<file path="src/rtl/io_block_loader_if.sv">
// rtl/io_block_loader_if.sv - Signal bundle linking the block loader to the input device and the memory
interface io_block_loader_if;
  logic        start;
  logic [11:0] start_addr;
  logic [11:0] word_count;
  logic        digit_valid;
  logic [2:0]  digit;
  logic        digit_ready;
  logic        mem_write_to_mem;
  logic        mem_write_reply_from_mem;
  logic [11:0] addr_to_sel;
  logic        write_sign_to_mem;
  logic [29:0] write_data_to_mem;
  logic        busy;
  logic        done;
  logic [30:0] checksum;

  // Loader side: drives the memory write request and the digit handshake ready.
  modport master (
    input  start, start_addr, word_count, digit_valid, digit, mem_write_reply_from_mem,
    output digit_ready, mem_write_to_mem, addr_to_sel, write_sign_to_mem,
           write_data_to_mem, busy, done, checksum
  );

  // Environment side: input device, memory and whoever issues start.
  modport slave (
    output start, start_addr, word_count, digit_valid, digit, mem_write_reply_from_mem,
    input  digit_ready, mem_write_to_mem, addr_to_sel, write_sign_to_mem,
           write_data_to_mem, busy, done, checksum
  );
endinterface

</file>
<file path="src/rtl/io_block_loader.sv">
// rtl/io_block_loader.sv - Octal digit block loader writing 31-bit words into consecutive memory cells (option: IO_BLOCK_LOADER_CHECKSUM_EN)
module io_block_loader (
  input  logic              clk,
  input  logic              resetn,
  io_block_loader_if.master bus
);

  typedef enum logic [2:0] {
    S_IDLE     = 3'd0,
    S_ASSEMBLE = 3'd1,
    S_REQ      = 3'd2,
    S_WAIT     = 3'd3,
    S_DONE     = 3'd4
  } state_t;

  state_t      r_state;
  state_t      w_next;
  logic [11:0] r_addr;
  logic [11:0] r_remaining;
  logic [3:0]  r_idx;
  logic        r_sign;
  logic [29:0] r_data;

  logic w_digit_ready;
  logic w_write;
  logic w_busy;
  logic w_done;
  logic w_accept;
  logic w_start_ok;
  logic w_reply;
  logic w_last_digit;
  logic w_last_word;

  assign w_accept     = w_digit_ready & bus.digit_valid;
  assign w_start_ok   = (r_state == S_IDLE) & bus.start;
  assign w_reply      = (r_state == S_WAIT) & bus.mem_write_reply_from_mem;
  assign w_last_digit = (r_idx == 4'd10);
  assign w_last_word  = (r_remaining == 12'd1);

  // State register; reset drops straight to IDLE so no request can follow an abort.
  always_ff @(posedge clk or negedge resetn) begin
    if (!resetn) r_state <= S_IDLE;
    else         r_state <= w_next;
  end

  // Next-state selection; a reply only matters while waiting for one.
  always_comb begin
    w_next = r_state;
    case (r_state)
      S_IDLE: begin
        if (bus.start) w_next = (bus.word_count == 12'd0) ? S_DONE : S_ASSEMBLE;
      end
      S_ASSEMBLE: begin
        if (w_accept && w_last_digit) w_next = S_REQ;
      end
      S_REQ:  w_next = S_WAIT;
      S_WAIT: begin
        if (bus.mem_write_reply_from_mem) w_next = w_last_word ? S_DONE : S_ASSEMBLE;
      end
      S_DONE:  w_next = S_IDLE;
      default: w_next = S_IDLE;
    endcase
  end

  // Handshake and status outputs decoded purely from the current state.
  always_comb begin
    w_digit_ready = 1'b0;
    w_write       = 1'b0;
    w_busy        = 1'b1;
    w_done        = 1'b0;
    case (r_state)
      S_IDLE:     w_busy        = 1'b0;
      S_ASSEMBLE: w_digit_ready = 1'b1;
      S_REQ:      w_write       = 1'b1;
      S_DONE:     w_done        = 1'b1;
      default:    ;
    endcase
  end

  // Address, word counter and word assembly; digit 0 carries the sign, digits 1-10 shift in MSD first.
  always_ff @(posedge clk or negedge resetn) begin
    if (!resetn) begin
      r_addr      <= 12'd0;
      r_remaining <= 12'd0;
      r_idx       <= 4'd0;
      r_sign      <= 1'b0;
      r_data      <= 30'd0;
    end else begin
      if (w_start_ok && (bus.word_count != 12'd0)) begin
        r_addr      <= bus.start_addr;
        r_remaining <= bus.word_count;
        r_idx       <= 4'd0;
      end
      if (w_accept) begin
        r_idx <= r_idx + 4'd1;
        if (r_idx == 4'd0) r_sign <= bus.digit[0];
        else               r_data <= {r_data[26:0], bus.digit};
      end
      if (w_reply) begin
        r_remaining <= r_remaining - 12'd1;
        r_addr      <= r_addr + 12'd1;
        r_idx       <= 4'd0;
      end
    end
  end

`ifdef IO_BLOCK_LOADER_CHECKSUM_EN
  logic [30:0] r_checksum;

  // Running sum of written words, restarted by every accepted start and frozen in IDLE.
  always_ff @(posedge clk or negedge resetn) begin
    if (!resetn)         r_checksum <= 31'd0;
    else if (w_start_ok) r_checksum <= 31'd0;
    else if (w_reply)    r_checksum <= r_checksum + {r_sign, r_data};
  end

  assign bus.checksum = r_checksum;
`else
  assign bus.checksum = 31'd0;
`endif

  assign bus.digit_ready       = w_digit_ready;
  assign bus.mem_write_to_mem  = w_write;
  assign bus.busy              = w_busy;
  assign bus.done              = w_done;
  assign bus.addr_to_sel       = r_addr;
  assign bus.write_sign_to_mem = r_sign;
  assign bus.write_data_to_mem = r_data;

endmodule

</file>
<file path="src/flat_wrapper.sv">
// flat-port wrapper written by rule: the top's interface ports become plain ports
module io_block_loader_flat 
  (clk, resetn, bus_start, bus_start_addr, bus_word_count, bus_digit_valid, bus_digit, bus_mem_write_reply_from_mem, bus_digit_ready, bus_mem_write_to_mem, bus_addr_to_sel, bus_write_sign_to_mem, bus_write_data_to_mem, bus_busy, bus_done, bus_checksum);
  io_block_loader_if bus_i ();
  input  logic clk;
  input  logic resetn;
  input wire logic [$bits(bus_i.start)-1:0] bus_start;
  input wire logic [$bits(bus_i.start_addr)-1:0] bus_start_addr;
  input wire logic [$bits(bus_i.word_count)-1:0] bus_word_count;
  input wire logic [$bits(bus_i.digit_valid)-1:0] bus_digit_valid;
  input wire logic [$bits(bus_i.digit)-1:0] bus_digit;
  input wire logic [$bits(bus_i.mem_write_reply_from_mem)-1:0] bus_mem_write_reply_from_mem;
  output wire logic [$bits(bus_i.digit_ready)-1:0] bus_digit_ready;
  output wire logic [$bits(bus_i.mem_write_to_mem)-1:0] bus_mem_write_to_mem;
  output wire logic [$bits(bus_i.addr_to_sel)-1:0] bus_addr_to_sel;
  output wire logic [$bits(bus_i.write_sign_to_mem)-1:0] bus_write_sign_to_mem;
  output wire logic [$bits(bus_i.write_data_to_mem)-1:0] bus_write_data_to_mem;
  output wire logic [$bits(bus_i.busy)-1:0] bus_busy;
  output wire logic [$bits(bus_i.done)-1:0] bus_done;
  output wire logic [$bits(bus_i.checksum)-1:0] bus_checksum;
  assign bus_i.start = bus_start;
  assign bus_i.start_addr = bus_start_addr;
  assign bus_i.word_count = bus_word_count;
  assign bus_i.digit_valid = bus_digit_valid;
  assign bus_i.digit = bus_digit;
  assign bus_i.mem_write_reply_from_mem = bus_mem_write_reply_from_mem;
  assign bus_digit_ready = bus_i.digit_ready;
  assign bus_mem_write_to_mem = bus_i.mem_write_to_mem;
  assign bus_addr_to_sel = bus_i.addr_to_sel;
  assign bus_write_sign_to_mem = bus_i.write_sign_to_mem;
  assign bus_write_data_to_mem = bus_i.write_data_to_mem;
  assign bus_busy = bus_i.busy;
  assign bus_done = bus_i.done;
  assign bus_checksum = bus_i.checksum;
  io_block_loader u_core (.clk(clk), .resetn(resetn), .bus(bus_i));
endmodule
</file>
<file path="config.mk">
export PLATFORM = sky130hd
export DESIGN_NAME = io_block_loader_flat
export DESIGN_NICKNAME = d
export VERILOG_FILES = /design/src/rtl/io_block_loader_if.sv /design/src/rtl/io_block_loader.sv /design/src/flat_wrapper.sv
export SDC_FILE = /design/constraint.sdc
export NUM_CORES = 1
export LEC_CHECK = 0
export BUFFER_PORTS_ARGS = -buffer_cell sky130_fd_sc_hd__buf_2
export CAP_MARGIN = 20
export CORE_UTILIZATION = 43
export DETAILED_ROUTE_END_ITERATION = 10
export HOLD_SLACK_MARGIN = 0.02
export PLACE_DENSITY = 0.7
export SYNTH_ARGS = -nofsm -noshare
export SYNTH_HDL_FRONTEND = slang
export SYNTH_SLANG_ARGS = --single-unit
</file>
<file path="constraint.sdc">
create_clock -name clk -period 2.5 [get_ports clk]
set_input_delay 0.625 -clock clk [delete_from_list [all_inputs] [get_ports clk]]
set_output_delay 0.625 -clock clk [all_outputs]
set_load 0.02 [all_outputs]
</file>
[Word-level counts from Yosys, hierarchy flattened]
Index checks and enable logic that the tools add are counted.
Word-level totals
  register bits after elaboration: 62
  input port bits: 32
  output and inout bits: 78
  logic and storage cells: 50
Cells by class
  add/subtract/negate cells: 3
  equality and inequality tests: 9
  muxes and demuxes: 17
  bitwise gates (word level): 4
  reductions and logical operators: 11
Operators by type and width (count)
  2-to-1 mux 12 bit: 4
  2-to-1 mux 3 bit: 5
  adder 12 x 1 -> 12 bit, second input constant: 1
  equality test 12 x 1 -> 1 bit, second input constant: 1
  zero test 12 bit: 1
  2-to-1 mux 4 bit: 3
  one-hot mux 3 bit (4 select lines): 1
  nonzero test 12 bit: 1
  subtractor 12 x 1 -> 12 bit, second input constant: 1
  equality test 3 x 2 -> 1 bit, second input constant: 2
  adder 4 x 1 -> 4 bit, second input constant: 1
  equality test 4 bit, second input constant: 1
  zero test 4 bit: 1
  2-to-1 mux 1 bit: 4
  != test 2 bit, second input constant: 2
  AND reduction 2 bit: 2
  bitwise AND 1 bit: 3
  equality test 3 x 1 -> 1 bit, second input constant: 1
  equality test 3 bit, second input constant: 1
  zero test 3 bit: 1
  AND reduction 3 bit: 1
  nonzero test 3 bit: 1
  logical AND 1 bit: 2
  != test 2 x 1 -> 1 bit, second input constant: 1
  other kinds (2): 2

[Logic depth before layout (Yosys ltp)]
Gate-level depths: netlist of the first run.
  depth in word-level cells: 6
  mapped depth: 6
  mapped depth without buffers: 6

[Worst setup path before layout of the first run]
OpenSTA, ideal clock, no wires.
  path kind: reg-to-reg
  from: register u_core.r_state[1]
  to: register u_core.r_data[10], in the netlist u_core.bus.write_data_to_mem[10]
  library setup time: 0.128 ns
  data arrival time: 1.838 ns
  data required time: 2.372 ns
  slack: 0.535 ns
  cell stages (with the launch flop): 6
  buffers on the path: 1
  clock period less this slack: 1.965 ns
  cell sequence: dfrtp_1 > nor3b_2 > nand2_1 > a21oi_1 > buf_4 > mux2_1
On the way
  cells in the longest elaborated chain, start to end: 4
Ends and longest elaborated chain
  start: declaration: line io_block_loader.sv:16  | state_t r_state;
  start signal: assignment: line io_block_loader.sv:43  | else r_state <= w_next;
  equality test 3 x 1 -> 1 bit: line io_block_loader.sv:71  | case (r_state)
  2-to-1 mux 1 bit: line io_block_loader.sv:71
  net bus_digit_ready: line flat_wrapper.sv:13  | output wire logic [$bits(bus_i.digit_ready)-1:0] bus_digit_ready;
  bitwise AND 1 bit: line io_block_loader.sv:34  | assign w_accept = w_digit_ready & bus.digit_valid;
  AND reduction 2 bit (no source line)
  end signal: assignment: line io_block_loader.sv:97  | else r_data <= {r_data[26:0], bus.digit};
  end: declaration: line io_block_loader.sv:22  | logic [29:0] r_data;
The timed path passes the listed nets, and every way through them passes these cells.
A chain may end at the register's enable or synchronous reset.

[Worst setup path in the final report of the first run]
  from: register u_core.r_state[1]
  to: register u_core.r_remaining[4]
On the way
  cells in the longest elaborated chain, start to end: 4
  elaborated cells between the ends (all ways): 7
  classes of those cells: eq/ne: 1; mux: 1; bitwise: 2; reduce/logical: 3
Ends and longest elaborated chain
  zero test 3 bit: line io_block_loader.sv:35  | assign w_start_ok = (r_state == S_IDLE) & bus.start;
  bitwise AND 1 bit: line io_block_loader.sv:35
  logical AND 1 bit: line io_block_loader.sv:89  | if (w_start_ok && (bus.word_count != 12'd0)) begin
  nonzero test 2 bit (no source line)
  end signal: assignment: line io_block_loader.sv:91  | r_remaining <= bus.word_count;
  end signal: assignment: line io_block_loader.sv:100  | r_remaining <= r_remaining - 12'd1;
  end: declaration: line io_block_loader.sv:19  | logic [11:0] r_remaining;
Parallel ways exist; a longest one is shown, timed or not.

==> impl_metrics.toml, run 1 <==
[logic_synthesis]
synth_top_cell_by_area = "dfrtp_1"
yosysTopAreaCellShare = 0.467
synth-edff-count = 0
seq_area_frac_synth = 0.467
synthTopCellsByArea = "dfrtp_1, mux2_1, buf_4, nand3_1, ha_1"
ys_warn_count = 0
netlist_area_sq_um = 3330
synthArstFlopShare = 1.00
synthCells = 308
yosysMostFrequentCell = "dfrtp_1"
synthTopCellsByCount = "dfrtp_1, buf_4, mux2_1"
synth-main-ff-cell = "dfrtp_1"
netlist-cell-type-count = 55
ys_ff_latch = 62
syn_avg_cell_area_sq_um = 10.8

[clock_network]
holdBufCountCts = 0
cts_buffer_depth = 2
clock-sinks = 62
ctsResizeCount = 0
htreeDepth = 3
cts-root-buf = "clkbuf_8"
cts.clk_slew.worst_paths_ns = 0.07
cts_setup_buffers = 0
clkLatencyLatePin_ns = 0.33
numCtsBuffers = 9
cts_tree = "built"

[grt]
grt_max_degree = 63
grt-ovfl-total = 0
first_global_vias = 2469
grt_use_met1 = 0.241
grt_usage = 0.181
use_met3 = 0.0406
antenna_found_initial = 0
top_usage_layer = "met2"
met2_usage = 0.282
grt_pass1_wl_mm = 11.7

[place]
placed_area_sq_um = 3740
dp_hpwl_mm = 5.00
io_buffers = 78
gp_congestion = 0.839

[worst_setup_path]
r2r_slack_ns = 0.30
worst_setup_path_start_kind = "flop"
end_kind = "flop"
arrival_ns = 2.42
crit_type = "flop to flop"
crit_path_max_fanout = 15
required_ns = 2.72

[drt]
drc_errors = 0
via_count = 2643
drtPass1Iterations = 4
wl_mm = 6.89
detail-route-antenna-nets = 0
wire_per_inst_um = 13.9
drt_iter0_drc = 143
vias_per_cell = 5.34

[timing]
relSlewSlack = 0.632
worst_slew_pin_slew_ns = 0.548
min_period_ns = 2.20
maxSlewViolCount = 0
fmax_ghz = 0.454
finalHoldViolations = 0
setup_tns_ns = 0
fin_worst_skew_ns = 0.00967
fin_crit_sh = 0.881
setup_viol = 0
grt_setup_unrepaired = "no"

[layout]
num_antenna_cells = 0
drive_gt1_frac = 0.283
fin_nets = 429
syn2layout_area_growth_pct = 19.1
fin_area_sq_um = 3960

[pwr]
p_total_w = 0.00498
leakage_nw = 1.83
power_density_nw_per_um2 = 1260
vdd_ir_drop_max_uv = 436

[floorplan]
fp.dieH_um = 89.9
initial_core_util = 0.451
io_pins = 110
die_area_sq_um = 8090
fp.coreArea_sq_um = 7370
die_w_um = 89.9
rows = 31

[run]
cap_viol_max_count = 0

[run_status]
status = "finished clean"

[min_path]
hp-class = "primary input to async pin"
layout by cell type (no fill, tap or decap), drive strengths merged, types with 3 or more instances in the layout:
master / instances
and3: 4
and4: 3
nor2: 15
a22oi: 3
a311oi: 3
a41oi: 3
xor2: 3
a21oi: 6
conb: 31
ha: 6
o211ai: 5
dfrtp: 62
nand2: 18
a221o: 3
nand3: 16
mux2: 30
a211oi: 3
inv: 8
nor4: 7
nor3: 13
buf: 87
clkbuf: 9
nand4: 6
o21ai: 13
flip-flops by register name, summed over array words and instances (netlist names):
| signal | count |
|---|---|
| u_core.r_remaining | 12 |
| u_core.bus.write_data_to_mem | 30 |
| u_core.r_state | 3 |
| u_core.bus.write_sign_to_mem | 1 |
| u_core.r_idx | 4 |
| u_core.bus.addr_to_sel | 12 |
where the power goes:
| part | internal, W | switching, W | total, W |
|---|---|---|---|
| logic | 0.000855 | 0.00122 | 0.00207 |
| registers | 0.00148 | 0.000460 | 0.00194 |
| clock network | 0.000564 | 0.000405 | 0.000969 |
area by class of cell:
cell class	count	area, sq um
Tap cell	99	124
Fill cell	686	3410
Multi-Input combinational cell	224	1560
Inverter	7	26.3
Clock buffer	9	124
Clock inverter	7	97.6
Timing Repair Buffer	87	483
Sequential cell	62	1550
path summary, 6_finish.rpt:
check,start,to,depth (start not counted)
max,u_core.r_state[1]$_DFFE_PN0P_,u_core.r_remaining[4]$_DFFE_PN0P_,5
min,resetn,u_core.bus.write_data_to_mem[26]$_DFFE_PN0P_,2
max reg2reg,u_core.r_state[1]$_DFFE_PN0P_,u_core.r_remaining[4]$_DFFE_PN0P_,5
min reg2reg,u_core.bus.write_data_to_mem[27]$_DFFE_PN0P_,u_core.bus.write_data_to_mem[27]$_DFFE_PN0P_,1
max in group asynchronous,resetn,u_core.r_remaining[4]$_DFFE_PN0P_,2
min in group clk,u_core.bus.write_data_to_mem[27]$_DFFE_PN0P_,u_core.bus.write_data_to_mem[27]$_DFFE_PN0P_,1
per-stage QoR:
| step | utilization | hold slack (ns) | setup slack (ns) | std cells |
|---|---|---|---|---|
| after detailed placement | 0.507 | 0.469 | 0.269 | 479 |
| final | 0.538 | 0.295 | 0.297 | 495 |
| after CTS | 0.538 | 0.289 | 0.296 | 495 |
| after global routing | 0.538 | 0.317 | 0.191 | 495 |
| after floorplan | - | 0.329 | 0.535 | 338 |
| after global placement | 0.507 | 0.468 | 0.292 | 479 |
worst max-delay path, cell delays in order (launching register included):
cell	delay, ns
dfrtp_1	0.54
or4b_4	0.63
a31oi_4	0.41
buf_4	0.24
nor2_1	0.05
a211o_1	0.21
logic make-up (layout without fill, tap and decap cells):
group | after synthesis | in the layout | synth area share
compound gates | 57 | 57 | 0.134
xor+xnor | 3 | 3 | 0.00790
fa+ha+maj | 6 | 6 | 0.0226
buf+inv | 52 | 110 | 0.101
flops | 62 | 62 | 0.467
mux | 32 | 32 | 0.108
other cells | 1 | 31 | 0.00113
simple gates | 95 | 95 | 0.160
per-layer routing:
| layer | part of all wire | wire, um |
|---|---|---|
| met4 | 0.0061 | 42 |
| met3 | 0.060 | 410 |
| met5 | 0 | 0 |
| met1 | 0.45 | 3120 |
| met2 | 0.48 | 3320 |
No activity file was read; power rests on OpenSTA's default activity.
==> inputs of run 2 (changes only) <==
- CORE_MARGIN: default -> 4
==> run 2 against run 1 <==
  * Register-to-register slack gained 0.17 ns
  * First-iteration DRC count decreased by 66%
  * Critical path type unchanged
  * Power fell by 0.83%
  * Fmax grew 8.5%
  * Worst hold slack got worse by 0.21 ns
  * Clock power is 6.0% lower
  * Combinational power up 2%
  * Die area increased by 14%
  * Flip-flop and latch count is the same
  * Critical endpoint unchanged
  * Clock skew is 0.0012 ns lower
  * Global-route usage is 1.4 points lower
  * Design area grew 0.28%
==> impl_metrics.toml, run 2 (synthesized netlist as in run 1, its figures left out) <==
[run_status]
status = "finished clean"

[drt]
drtPass1Iterations = 4
detail-route-antenna-nets = 0
wl_mm = 7.37
via_count = 2608
wire_per_inst_um = 14.7
drc_errors = 0
vias_per_cell = 5.22
drt_iter0_drc = 49

[layout]
stdcell_count = 500
final_common_cell = "buf_2"
syn2layout_area_growth_pct = 19.5
largest_reg_flops = 30
fin_nets = 434
num_antenna_cells = 0
layout_common_cells = "buf_2, dfrtp_1, conb_1"
drive_gt1_frac = 0.292

[min_path]
hp-class = "primary input to async pin"

[place]
dpl.cell_count = 484
io_buffers = 78
dp_hpwl_mm = 5.50
gp_congestion = 0.807
dp_slack_ns = 0.256

[timing]
setup_tns_ns = 0
fin_crit_sh = 0.812
grt_setup_unrepaired = "no"
min_period_ns = 2.03
fin_worst_skew_ns = 0.00852
relSlewSlack = 0.590
maxSlewViolCount = 0
fmax_ghz = 0.492
worst_slew_pin_slew_ns = 0.610
setup_viol = 0
setup_ws_ns = 0.470
finalHoldViolations = 0
timing.hold.ws_ns = 0.0838

[worst_setup_path]
crit_path_max_fanout = 13
cpPeakStageDelay_ns = 0.54
path_cells = "or4b_4 -> a31oi_4 -> buf_4 -> nor2_1 -> a211o_1"
crit_type = "flop to flop"
required_ns = 2.73
critPathTopFamily = "compound AO/OA/AOI/OAI gates"
end_kind = "flop"
cp_num_buf_inv = 1
worst_setup_path_start_kind = "flop"
cpMaxStageDelayCell = "or4b_4"
arrival_ns = 2.26

[clock_network]
cts-root-buf = "clkbuf_8"
cts_setup_buffers = 0
cts_tree = "built"
clkLatencyLatePin_ns = 0.35
cts_buffer_depth = 2
numCtsBuffers = 9
holdBufCountCts = 0
cts.clk_slew.worst_paths_ns = 0.07
htreeDepth = 3
ctsResizeCount = 0
clock-sinks = 62

[floorplan]
io_pins = 110
die_area_sq_um = 9210
fp.dieH_um = 95.9
die_w_um = 95.9
rows = 31
fp.coreArea_sq_um = 7370
initial_core_util = 0.451

[grt]
first_global_vias = 2525
grt_use_met1 = 0.207
top_usage_layer = "met2"
grt_pass1_wl_mm = 11.8
grt_usage = 0.166
use_met3 = 0.0532
met2_usage = 0.262
grt_max_degree = 36
antenna_found_initial = 0
grt-ovfl-total = 0

[pwr]
seq_power_share = 0.389
p_sw_w = 0.00211
p_int_w = 0.00283
leakage_nw = 1.84
clkPwrFrac = 0.185
p_total_w = 0.00494
comb_power_share = 0.427
power_density_nw_per_um2 = 1240
vdd_ir_drop_max_uv = 499
power.share.switching = 0.427

[run]
cap_viol_max_count = 0
## run 2: cell types whose count changed in the layout (fill, tap and decap cells not counted)
| cell | delta |
|---|---|
| clkinvlp_4 | +1 |
| bufinv_16 | -1 |
| clkbuf_8 | +1 |
| buf_12 | -1 |
| buf_4 | +6 |
| clkinv_2 | -1 |
## run 2: final timing paths
check	endpoint	from	cells past startpoint	slack (ns)
worst min-delay path	u_core.bus.write_data_to_mem[27]$_DFFE_PN0P_	resetn	1	0.08
worst max-delay path	u_core.r_remaining[4]$_DFFE_PN0P_	u_core.r_state[2]$_DFFE_PN0P_	5	0.47
worst min register to register	u_core.bus.write_data_to_mem[27]$_DFFE_PN0P_	u_core.bus.write_data_to_mem[27]$_DFFE_PN0P_	1	0.48
max in group asynchronous	u_core.r_remaining[4]$_DFFE_PN0P_	resetn	2	1.75
min in group clk	u_core.bus.write_data_to_mem[27]$_DFFE_PN0P_	u_core.bus.write_data_to_mem[27]$_DFFE_PN0P_	1	0.48
worst max register to register	u_core.r_remaining[4]$_DFFE_PN0P_	u_core.r_state[2]$_DFFE_PN0P_	5	0.47
## run 2: through the flow
| step | utilization | cell area [sq um] |
|---|---|---|
| finish | 0.539 | 3970 |
| global route | 0.539 | 3970 |
| CTS | 0.539 | 3970 |
| detailed placement | 0.511 | 3760 |
| global placement | 0.511 | 3760 |
| floorplan | - | 3440 |
## run 2: area by class of cell
type                            count  area [sq um]
Multi-Input combinational cell    224          1560
Fill cell                         685          3400
Sequential cell                    62          1550
Timing Repair Buffer               92           508
Inverter                            7          26.3
Clock buffer                       10           138
Clock inverter                      6          70.1
Tap cell                           99           124
## run 2: layer usage
metal  share of wire  vias up
li1                -     1260
met4           0.019        0
met2            0.47       82
met3           0.066       13
met1            0.45     1253
met5               0        -
## run 2: power by group through the flow
stage                     sequential [W]  combinational (W)  clock (W)
after floorplan                  0.00225            0.00111          0
after global placement           0.00191            0.00208          0
after detailed placement         0.00193            0.00213          0
after CTS                        0.00192            0.00214   0.000936
after global routing             0.00200            0.00231   0.000994
final                            0.00192            0.00211   0.000911
